[src/rtl/cpu_pkg.sv]
// Shared definitions for the LDM/STM block-transfer sequencer.
package cpu_pkg;

  localparam logic [3:0] REG_PC     = 4'd15;
  localparam int         WORD_BYTES = 4;
  localparam int         REG_COUNT  = 16;

  typedef enum logic [1:0] {
    IDLE,
    XFER,
    WB,
    DONE
  } seq_state_e;

  // Addressing mode as {P, U}
  typedef enum logic [1:0] {
    MODE_DA = 2'b00,
    MODE_IA = 2'b01,
    MODE_DB = 2'b10,
    MODE_IB = 2'b11
  } addr_mode_e;

endpackage

[src/rtl/ldm_stm_seq_if.sv]
// Register-bank and memory-port bundle driven by the LDM/STM sequencer.
// LDM_STM_ABORT_EN adds the mem_abort response line.
interface ldm_stm_seq_if #(
  parameter int ADDR_W = 32,
  parameter int DATA_W = 32
);
  logic [3:0]        rb_read_select;
  logic              rb_read_en;
  logic [DATA_W-1:0] rb_read_data;
  logic [3:0]        rb_write_select;
  logic              rb_write_en;
  logic [DATA_W-1:0] rb_write_data;
  logic              mem_req;
  logic              mem_we;
  logic [ADDR_W-1:0] mem_addr;
  logic [DATA_W-1:0] mem_wdata;
  logic              mem_ack;
  logic [DATA_W-1:0] mem_rdata;
`ifdef LDM_STM_ABORT_EN
  logic              mem_abort;

  modport master (
    output rb_read_select, rb_read_en, rb_write_select, rb_write_en, rb_write_data,
    output mem_req, mem_we, mem_addr, mem_wdata,
    input  rb_read_data, mem_ack, mem_rdata, mem_abort
  );

  modport slave (
    input  rb_read_select, rb_read_en, rb_write_select, rb_write_en, rb_write_data,
    input  mem_req, mem_we, mem_addr, mem_wdata,
    output rb_read_data, mem_ack, mem_rdata, mem_abort
  );
`else
  modport master (
    output rb_read_select, rb_read_en, rb_write_select, rb_write_en, rb_write_data,
    output mem_req, mem_we, mem_addr, mem_wdata,
    input  rb_read_data, mem_ack, mem_rdata
  );

  modport slave (
    input  rb_read_select, rb_read_en, rb_write_select, rb_write_en, rb_write_data,
    input  mem_req, mem_we, mem_addr, mem_wdata,
    output rb_read_data, mem_ack, mem_rdata
  );
`endif
endinterface

[src/rtl/lowest_set_bit.sv]
// Combinational priority encoder: index of the lowest set bit of a register list.
module lowest_set_bit
  import cpu_pkg::*;
(
  input  logic [REG_COUNT-1:0] bits,
  output logic [3:0]           index,
  output logic                 valid
);

  // Scanning from the top lets the lowest set bit win the last assignment
  always_comb begin
    index = '0;
    valid = 1'b0;
    for (int i = REG_COUNT - 1; i >= 0; i--) begin
      if (bits[i]) begin
        index = 4'(i);
        valid = 1'b1;
      end
    end
  end

endmodule

[src/rtl/ldm_stm_seq.sv]
// LDM/STM block-transfer sequencer: walks the register list lowest first, one word per beat.
// LDM_STM_ABORT_EN adds mem_abort handling and the aborted status output.
module ldm_stm_seq
  import cpu_pkg::*;
#(
  parameter int ADDR_W = 32,
  parameter int DATA_W = 32
) (
  input  logic              clk,
  input  logic              reset,
  input  logic              start,
  input  logic              is_load,
  input  logic [15:0]       reg_list,
  input  logic [3:0]        base_reg,
  input  logic [ADDR_W-1:0] base_addr,
  input  logic              pre_index,
  input  logic              up,
  input  logic              writeback,
  output logic              busy,
  output logic              done,
`ifdef LDM_STM_ABORT_EN
  output logic              aborted,
`endif
  ldm_stm_seq_if.master     bus
);

  seq_state_e           state, next_state;
  logic [REG_COUNT-1:0] remaining, remaining_next;
  logic [ADDR_W-1:0]    addr, final_base, base_word, span, start_addr;
  logic                 is_load_q, do_wb_q;
  logic [3:0]           base_reg_q;
  logic [4:0]           n;
  logic [3:0]           cur;
  logic                 cur_valid, last_beat, abort_beat;
  addr_mode_e           mode;

  lowest_set_bit u_lsb (
    .bits  (remaining),
    .index (cur),
    .valid (cur_valid)
  );

`ifdef LDM_STM_ABORT_EN
  logic aborted_q;

  assign abort_beat = bus.mem_abort;
  assign aborted    = (state == DONE) && aborted_q;

  always_ff @(posedge clk) begin
    if (reset)
      aborted_q <= 1'b0;
    else if (state == IDLE && start)
      aborted_q <= 1'b0;
    else if (state == XFER && bus.mem_abort)
      aborted_q <= 1'b1;
  end
`else
  assign abort_beat = 1'b0;
`endif

  // Command decode: the transferred block is always walked upwards from its lowest word
  always_comb begin
    n         = 5'($countones(reg_list));
    base_word = base_addr & ~ADDR_W'(3);
    span      = ADDR_W'(n) * ADDR_W'(WORD_BYTES);
    mode      = addr_mode_e'({pre_index, up});
    case (mode)
      MODE_IA: start_addr = base_word;
      MODE_IB: start_addr = base_word + ADDR_W'(WORD_BYTES);
      MODE_DA: start_addr = base_word - span + ADDR_W'(WORD_BYTES);
      default: start_addr = base_word - span;
    endcase
    remaining_next = remaining & ~(REG_COUNT'(1) << cur);
    last_beat      = (remaining_next == '0);
  end

  always_ff @(posedge clk) begin
    if (reset)
      state <= IDLE;
    else
      state <= next_state;
  end

  // Writeback is suppressed up front when a load overwrites the base register itself
  always_ff @(posedge clk) begin
    if (reset) begin
      remaining  <= '0;
      addr       <= '0;
      final_base <= '0;
      is_load_q  <= 1'b0;
      do_wb_q    <= 1'b0;
      base_reg_q <= '0;
    end else if (state == IDLE && start) begin
      remaining  <= reg_list;
      addr       <= start_addr;
      final_base <= up ? base_word + span : base_word - span;
      is_load_q  <= is_load;
      do_wb_q    <= writeback && !(is_load && reg_list[base_reg]);
      base_reg_q <= base_reg;
    end else if (state == XFER && bus.mem_ack && !abort_beat) begin
      remaining  <= remaining_next;
      addr       <= addr + ADDR_W'(WORD_BYTES);
    end
  end

  always_comb begin
    next_state = state;
    case (state)
      IDLE: if (start) next_state = (n == 5'd0) ? DONE : XFER;
      XFER: begin
        if (!cur_valid || abort_beat)
          next_state = DONE;
        else if (bus.mem_ack && last_beat)
          next_state = do_wb_q ? WB : DONE;
      end
      WB:      next_state = DONE;
      DONE:    next_state = IDLE;
      default: next_state = IDLE;
    endcase
  end

  // Store data flows straight from the bank B bus; load data straight into the write port
  always_comb begin
    busy                = 1'b0;
    done                = 1'b0;
    bus.rb_read_select  = '0;
    bus.rb_read_en      = 1'b0;
    bus.rb_write_select = '0;
    bus.rb_write_en     = 1'b0;
    bus.rb_write_data   = '0;
    bus.mem_req         = 1'b0;
    bus.mem_we          = 1'b0;
    bus.mem_addr        = '0;
    bus.mem_wdata       = '0;
    case (state)
      XFER: begin
        busy         = 1'b1;
        bus.mem_req  = 1'b1;
        bus.mem_addr = addr & ~ADDR_W'(3);
        bus.mem_we   = !is_load_q;
        if (!is_load_q) begin
          bus.rb_read_en     = 1'b1;
          bus.rb_read_select = cur;
          bus.mem_wdata      = bus.rb_read_data;
        end else if (bus.mem_ack && !abort_beat) begin
          bus.rb_write_en     = 1'b1;
          bus.rb_write_select = cur;
          bus.rb_write_data   = bus.mem_rdata;
        end
      end
      WB: begin
        busy                = 1'b1;
        bus.rb_write_en     = 1'b1;
        bus.rb_write_select = base_reg_q;
        bus.rb_write_data   = DATA_W'(final_base);
      end
      DONE: begin
        busy = 1'b1;
        done = 1'b1;
      end
      default: ;
    endcase
  end

endmodule

[src/flat_wrapper.sv]
// flat-port wrapper written by rule: the top's interface ports become plain ports
module ldm_stm_seq_flat import cpu_pkg::*;
#(
  parameter int ADDR_W = 32,
  parameter int DATA_W = 32
)
  (clk, reset, start, is_load, reg_list, base_reg, base_addr, pre_index, up, writeback, busy, done, bus_rb_read_select, bus_rb_read_en, bus_rb_write_select, bus_rb_write_en, bus_rb_write_data, bus_mem_req, bus_mem_we, bus_mem_addr, bus_mem_wdata, bus_rb_read_data, bus_mem_ack, bus_mem_rdata);
  ldm_stm_seq_if #(.ADDR_W(ADDR_W), .DATA_W(DATA_W)) bus_i ();
  input  logic clk;
  input  logic reset;
  input  logic start;
  input  logic is_load;
  input  logic [15:0] reg_list;
  input  logic [3:0] base_reg;
  input  logic [ADDR_W-1:0] base_addr;
  input  logic pre_index;
  input  logic up;
  input  logic writeback;
  output logic busy;
  output logic done;
  output wire logic [$bits(bus_i.rb_read_select)-1:0] bus_rb_read_select;
  output wire logic [$bits(bus_i.rb_read_en)-1:0] bus_rb_read_en;
  output wire logic [$bits(bus_i.rb_write_select)-1:0] bus_rb_write_select;
  output wire logic [$bits(bus_i.rb_write_en)-1:0] bus_rb_write_en;
  output wire logic [$bits(bus_i.rb_write_data)-1:0] bus_rb_write_data;
  output wire logic [$bits(bus_i.mem_req)-1:0] bus_mem_req;
  output wire logic [$bits(bus_i.mem_we)-1:0] bus_mem_we;
  output wire logic [$bits(bus_i.mem_addr)-1:0] bus_mem_addr;
  output wire logic [$bits(bus_i.mem_wdata)-1:0] bus_mem_wdata;
  input wire logic [$bits(bus_i.rb_read_data)-1:0] bus_rb_read_data;
  input wire logic [$bits(bus_i.mem_ack)-1:0] bus_mem_ack;
  input wire logic [$bits(bus_i.mem_rdata)-1:0] bus_mem_rdata;
  assign bus_rb_read_select = bus_i.rb_read_select;
  assign bus_rb_read_en = bus_i.rb_read_en;
  assign bus_rb_write_select = bus_i.rb_write_select;
  assign bus_rb_write_en = bus_i.rb_write_en;
  assign bus_rb_write_data = bus_i.rb_write_data;
  assign bus_mem_req = bus_i.mem_req;
  assign bus_mem_we = bus_i.mem_we;
  assign bus_mem_addr = bus_i.mem_addr;
  assign bus_mem_wdata = bus_i.mem_wdata;
  assign bus_i.rb_read_data = bus_rb_read_data;
  assign bus_i.mem_ack = bus_mem_ack;
  assign bus_i.mem_rdata = bus_mem_rdata;
  ldm_stm_seq #(.ADDR_W(ADDR_W), .DATA_W(DATA_W)) u_core (.clk(clk), .reset(reset), .start(start), .is_load(is_load), .reg_list(reg_list), .base_reg(base_reg), .base_addr(base_addr), .pre_index(pre_index), .up(up), .writeback(writeback), .busy(busy), .done(done), .bus(bus_i));
endmodule
[config.mk]
export PLATFORM = sky130hd
export DESIGN_NAME = ldm_stm_seq_flat
export DESIGN_NICKNAME = d
export VERILOG_FILES = /design/src/rtl/cpu_pkg.sv /design/src/rtl/ldm_stm_seq_if.sv /design/src/rtl/lowest_set_bit.sv /design/src/rtl/ldm_stm_seq.sv /design/src/flat_wrapper.sv
export SDC_FILE = /design/constraint.sdc
export NUM_CORES = 1
export LEC_CHECK = 0
export CORE_ASPECT_RATIO = 1.4
export CORE_UTILIZATION = 30
export DETAILED_ROUTE_END_ITERATION = 10
export GPL_ROUTABILITY_DRIVEN = 0
export GPL_TIMING_DRIVEN = 0
export PLACE_DENSITY = 0.6
export SYNTH_ARGS = -nofsm -noshare
export SYNTH_HDL_FRONTEND = slang
export SYNTH_SLANG_ARGS = --single-unit
[constraint.sdc]
create_clock -name clk -period 7.1 [get_ports clk]
set_clock_uncertainty 0.15 [all_clocks]
set_input_delay 1.065 -clock clk [delete_from_list [all_inputs] [get_ports clk]]
set_output_delay 1.065 -clock clk [all_outputs]
set_load 0.05 [all_outputs]
==> impl_results.md, run 1 <==
* Status: complete, no violations
* Post-DP Area at 11840 µm²
* Reg2reg setup slack at 3300 ps
* Maximum vdd drop at between 0.2 and 0.25 mV
* Most instantiated library cell after synthesis: nand2_1
* TritonCTS Buffers at 9
* Die ar. at 31350 µm²
* CTS tree: built
* HP Start: u_core.do_wb_q
* Count of final setup violators at 0
* R2R Path Start: u_core.remaining[14]
* Worst-path clk slew at approximately 60 ps
* Hold path endpoint: u_core.do_wb_q
* Hold depth at 2
* Worst Setup End Kind: register
* I/O pin cnt at 234
* Root buffer cell: clkbuf_16
* Worst hold path type: reg -> reg
* Worst-skew pair later-pin latency at about 350 ps
* Yosys warns at 0
* CP startpoint kind: input pin
* CP max-delay cell: fa_1
* Final Cycle Share at 98.04%
* Share of post-route cells with drive strength above 1 at 12.28%
* Number of remaining DRC errors at 0
* Post-synth EDFFs at 0
* Pin count of the biggest net entering global routing at 15
* Yosys cell types at 75
* Total Wirelength at 42470 µm
* CP arrival at 7020 ps
* FP Rows at 75
* Wire length per cell at 21.80 µm
* Via density at approximately 5.7
* Cell count after placement at 1887
* Yosys top cell by area: dfxtp_1
* Rel. slew slack at 34.03%
* Synth Instances at around 1300
* DRT Pass-1 Iters at 7
* Antenna violations before repair at 0
* Area of the multi-input gates at 7557 µm²
* F_max at approximately 140 MHz
* Storage cell area at roughly 1700 µm²
* H-tree levels at 3
* Final Cell Area at 13180 µm²
* Final nets at 1729
* Critical path fanouts, max at 10
* Via count at approximately 11000
* Core Area at 30030 µm²
* CP Data Required Time at 7160 ps
* Initial core utilization at 30.60%
* Final hold vios at 0
* Crit Path Category: in -> reg
* Final period demand of the worst path at 6961 ps
* Die width at 149.9 µm
* Synthesized flop and latch total at 84
* Post-synth top cells: 157 x nand2_1, 96 x a21oi_1, 87 x nor2_1
* Synth Cell Area at 9190 µm²
* Max incr delay on CP at between 500 and 600 ps
* Sequential-to-total area share from yosys stat at 18.30%
* Async SR Flop Fraction at 0%
* WHS at 303.4 ps
* Slew @ Worst Pin at 980.6 ps
* Ant. Diodes at 0
* FF-to-FF path depth at 9
* Clock sinks at 84
* Vias in the first global route at 10863
* Setup ws final at ~140 ps
* Post-synth top area share at a little under a fifth
* Lkg Pwr at 4.640 nW
* Fin cells at roughly 2000
* Dominant cells by area after synthesis: dfxtp_1 18%, xnor2_1 7.0%, nand2_1 6.4%
* Pwr Density at between 300 and 400 nW/µm²
* Max-cap violations at 0
* Filler cells at between 3000 and 4000
* Reg-to-reg endpoint: u_core.state[0]
* Max Slew Vio Count at 0
* Total congestion overflow at 0
* Main synth FF type: dfxtp_1
* Syn_area_per_cell at slightly above 7 µm²
* Layout area overhead at 43.39%
* First DRT Iteration DRCs at 853
* Antenna Violating Nets Remaining at 0
* Die Y-Extent at 209.1 µm
* GRT Total Usage at 26.80%
* First-pass GRT wire length at 63870 µm
* Post-DP HPWL at 33940 µm
* Pre-CTS setup slack at -1803 ps
* Clock Path Buffers at 2
* Port bufs at 214
## sequential cells by signal, summed over array words and instances (netlist names)
| register | flops |
|---|---|
| u_core.is_load_q | 1 |
| u_core.state | 2 |
| u_core.addr | 30 |
| u_core.do_wb_q | 1 |
| u_core.base_reg_q | 4 |
| u_core.remaining | 16 |
| u_core.final_base | 30 |
## power breakdown
part	leakage (nW)	internal [mW]	switching [mW]	total, mW
logic	3.81	1.31	2.01	3.32
registers	0.691	0.578	0.115	0.694
clock network	0.138	0.283	0.201	0.484
## metal layers
layer	vias up	global-route usage [%]	routed length, µm
met5	-	0	0
met4	0	15.81	2774
met3	138	3.515	3389
met2	619	49.51	21450
met1	5168	28.50	14850
li1	5158	-	-
## worst max-delay path, delay by kind of cell
kind / cells / cell delay [ps]
AOI/OAI and AO/OA: 3 / 600
adders and majority gates: 8 / 3230
buffers and inverters: 9 / 760
and+or+nand+nor: 6 / 1340
## logic make-up (layout without fill, tap and decap cells)
family | after synthesis | after routing | share of synthesized area, %
AOI/OAI and AO/OA | 344 | 345 | 25.50
xor gates and xnor gates | 108 | 108 | 10.29
adders and majority gates | 48 | 48 | 7.570
buffers and inverters | 158 | 432 | 6.794
DFF | 84 | 84 | 18.30
muxes | 12 | 12 | 1.988
other | 1 | 2 | 0.04080
and+or+nand+nor | 532 | 532 | 29.52
## worst max-delay path by stage
stage               slack (ps)              end          from  depth (start not counted)
finish                     140  u_core.addr[18]   reg_list[0]                         26
detailed placement       -1800  u_core.addr[21]   reg_list[0]                         24
CTS                          2  u_core.addr[30]  reg_list[11]                         26
global placement         -1750  u_core.addr[21]   reg_list[0]                         23
global route               -20  u_core.addr[18]   reg_list[0]                         26
floorplan                   20  u_core.addr[18]   reg_list[0]                         24
## cells in the final DEF, fill, tap and decap left out, types with 28 or more instances in the layout
cell type / count
a211oi_1: 28
a21oi_1: 92
a22o_1: 33
and2_1: 73
buf_4: 45
clkbuf_1: 79
clkdlybuf4s50_1: 202
dfxtp_1: 84
inv_1: 54
nand2_1: 156
nand3_1: 52
nor2_1: 81
nor3_1: 32
o21ai_0: 41
xnor2_1: 68
xor2_1: 35
## what timing repair did
item / 4_1_cts / 5_1_grt
gates cloned: 1 / 0
buffers inserted: 31 / 16
hold endpoints to repair: 0 / 0
gates resized for setup: 132 / 48
hold buffers: 0 / 0
pin swaps: 40 / 43
endpoints found under the setup margin: 51 / 25
## through the flow
stage | TNS, ps | total power [mW] | utilization, %
2_1_floorplan | 0 | 2.469 | -
3_3_place_gp | -53970 | 3.287 | 39.42
3_5_place_dp | -53610 | 3.309 | 39.42
4_1_cts | 0 | 4.256 | 42.79
5_1_grt | -27.00 | 4.762 | 43.88
6_report | 0 | 4.494 | 43.88
## area by class of cell
cell class | count | area share, %
multi-input cells | 1047 | 57.35
well taps | 385 | 3.656
repair buffers | 260 | 19.05
clock buffers | 11 | 1.842
inverters | 58 | 1.652
flip-flops and latches | 84 | 12.76
clock inverters | 5 | 0.4653
plain buffers | 98 | 3.228
Note: power is estimated with default switching activity, not from simulation.
==> run 2: changes to the inputs <==
--- a/config.mk
+++ b/config.mk
@@ -5,6 +5,7 @@
 export SDC_FILE = /design/constraint.sdc
 export NUM_CORES = 1
 export LEC_CHECK = 0
+export ABC_CLOCK_PERIOD_IN_PS = 7100
 export CORE_ASPECT_RATIO = 1.4
 export CORE_UTILIZATION = 30
 export DETAILED_ROUTE_END_ITERATION = 10
==> results of run 2 <==
No change in the layout: final DEF, timing and power equal those of run 1.
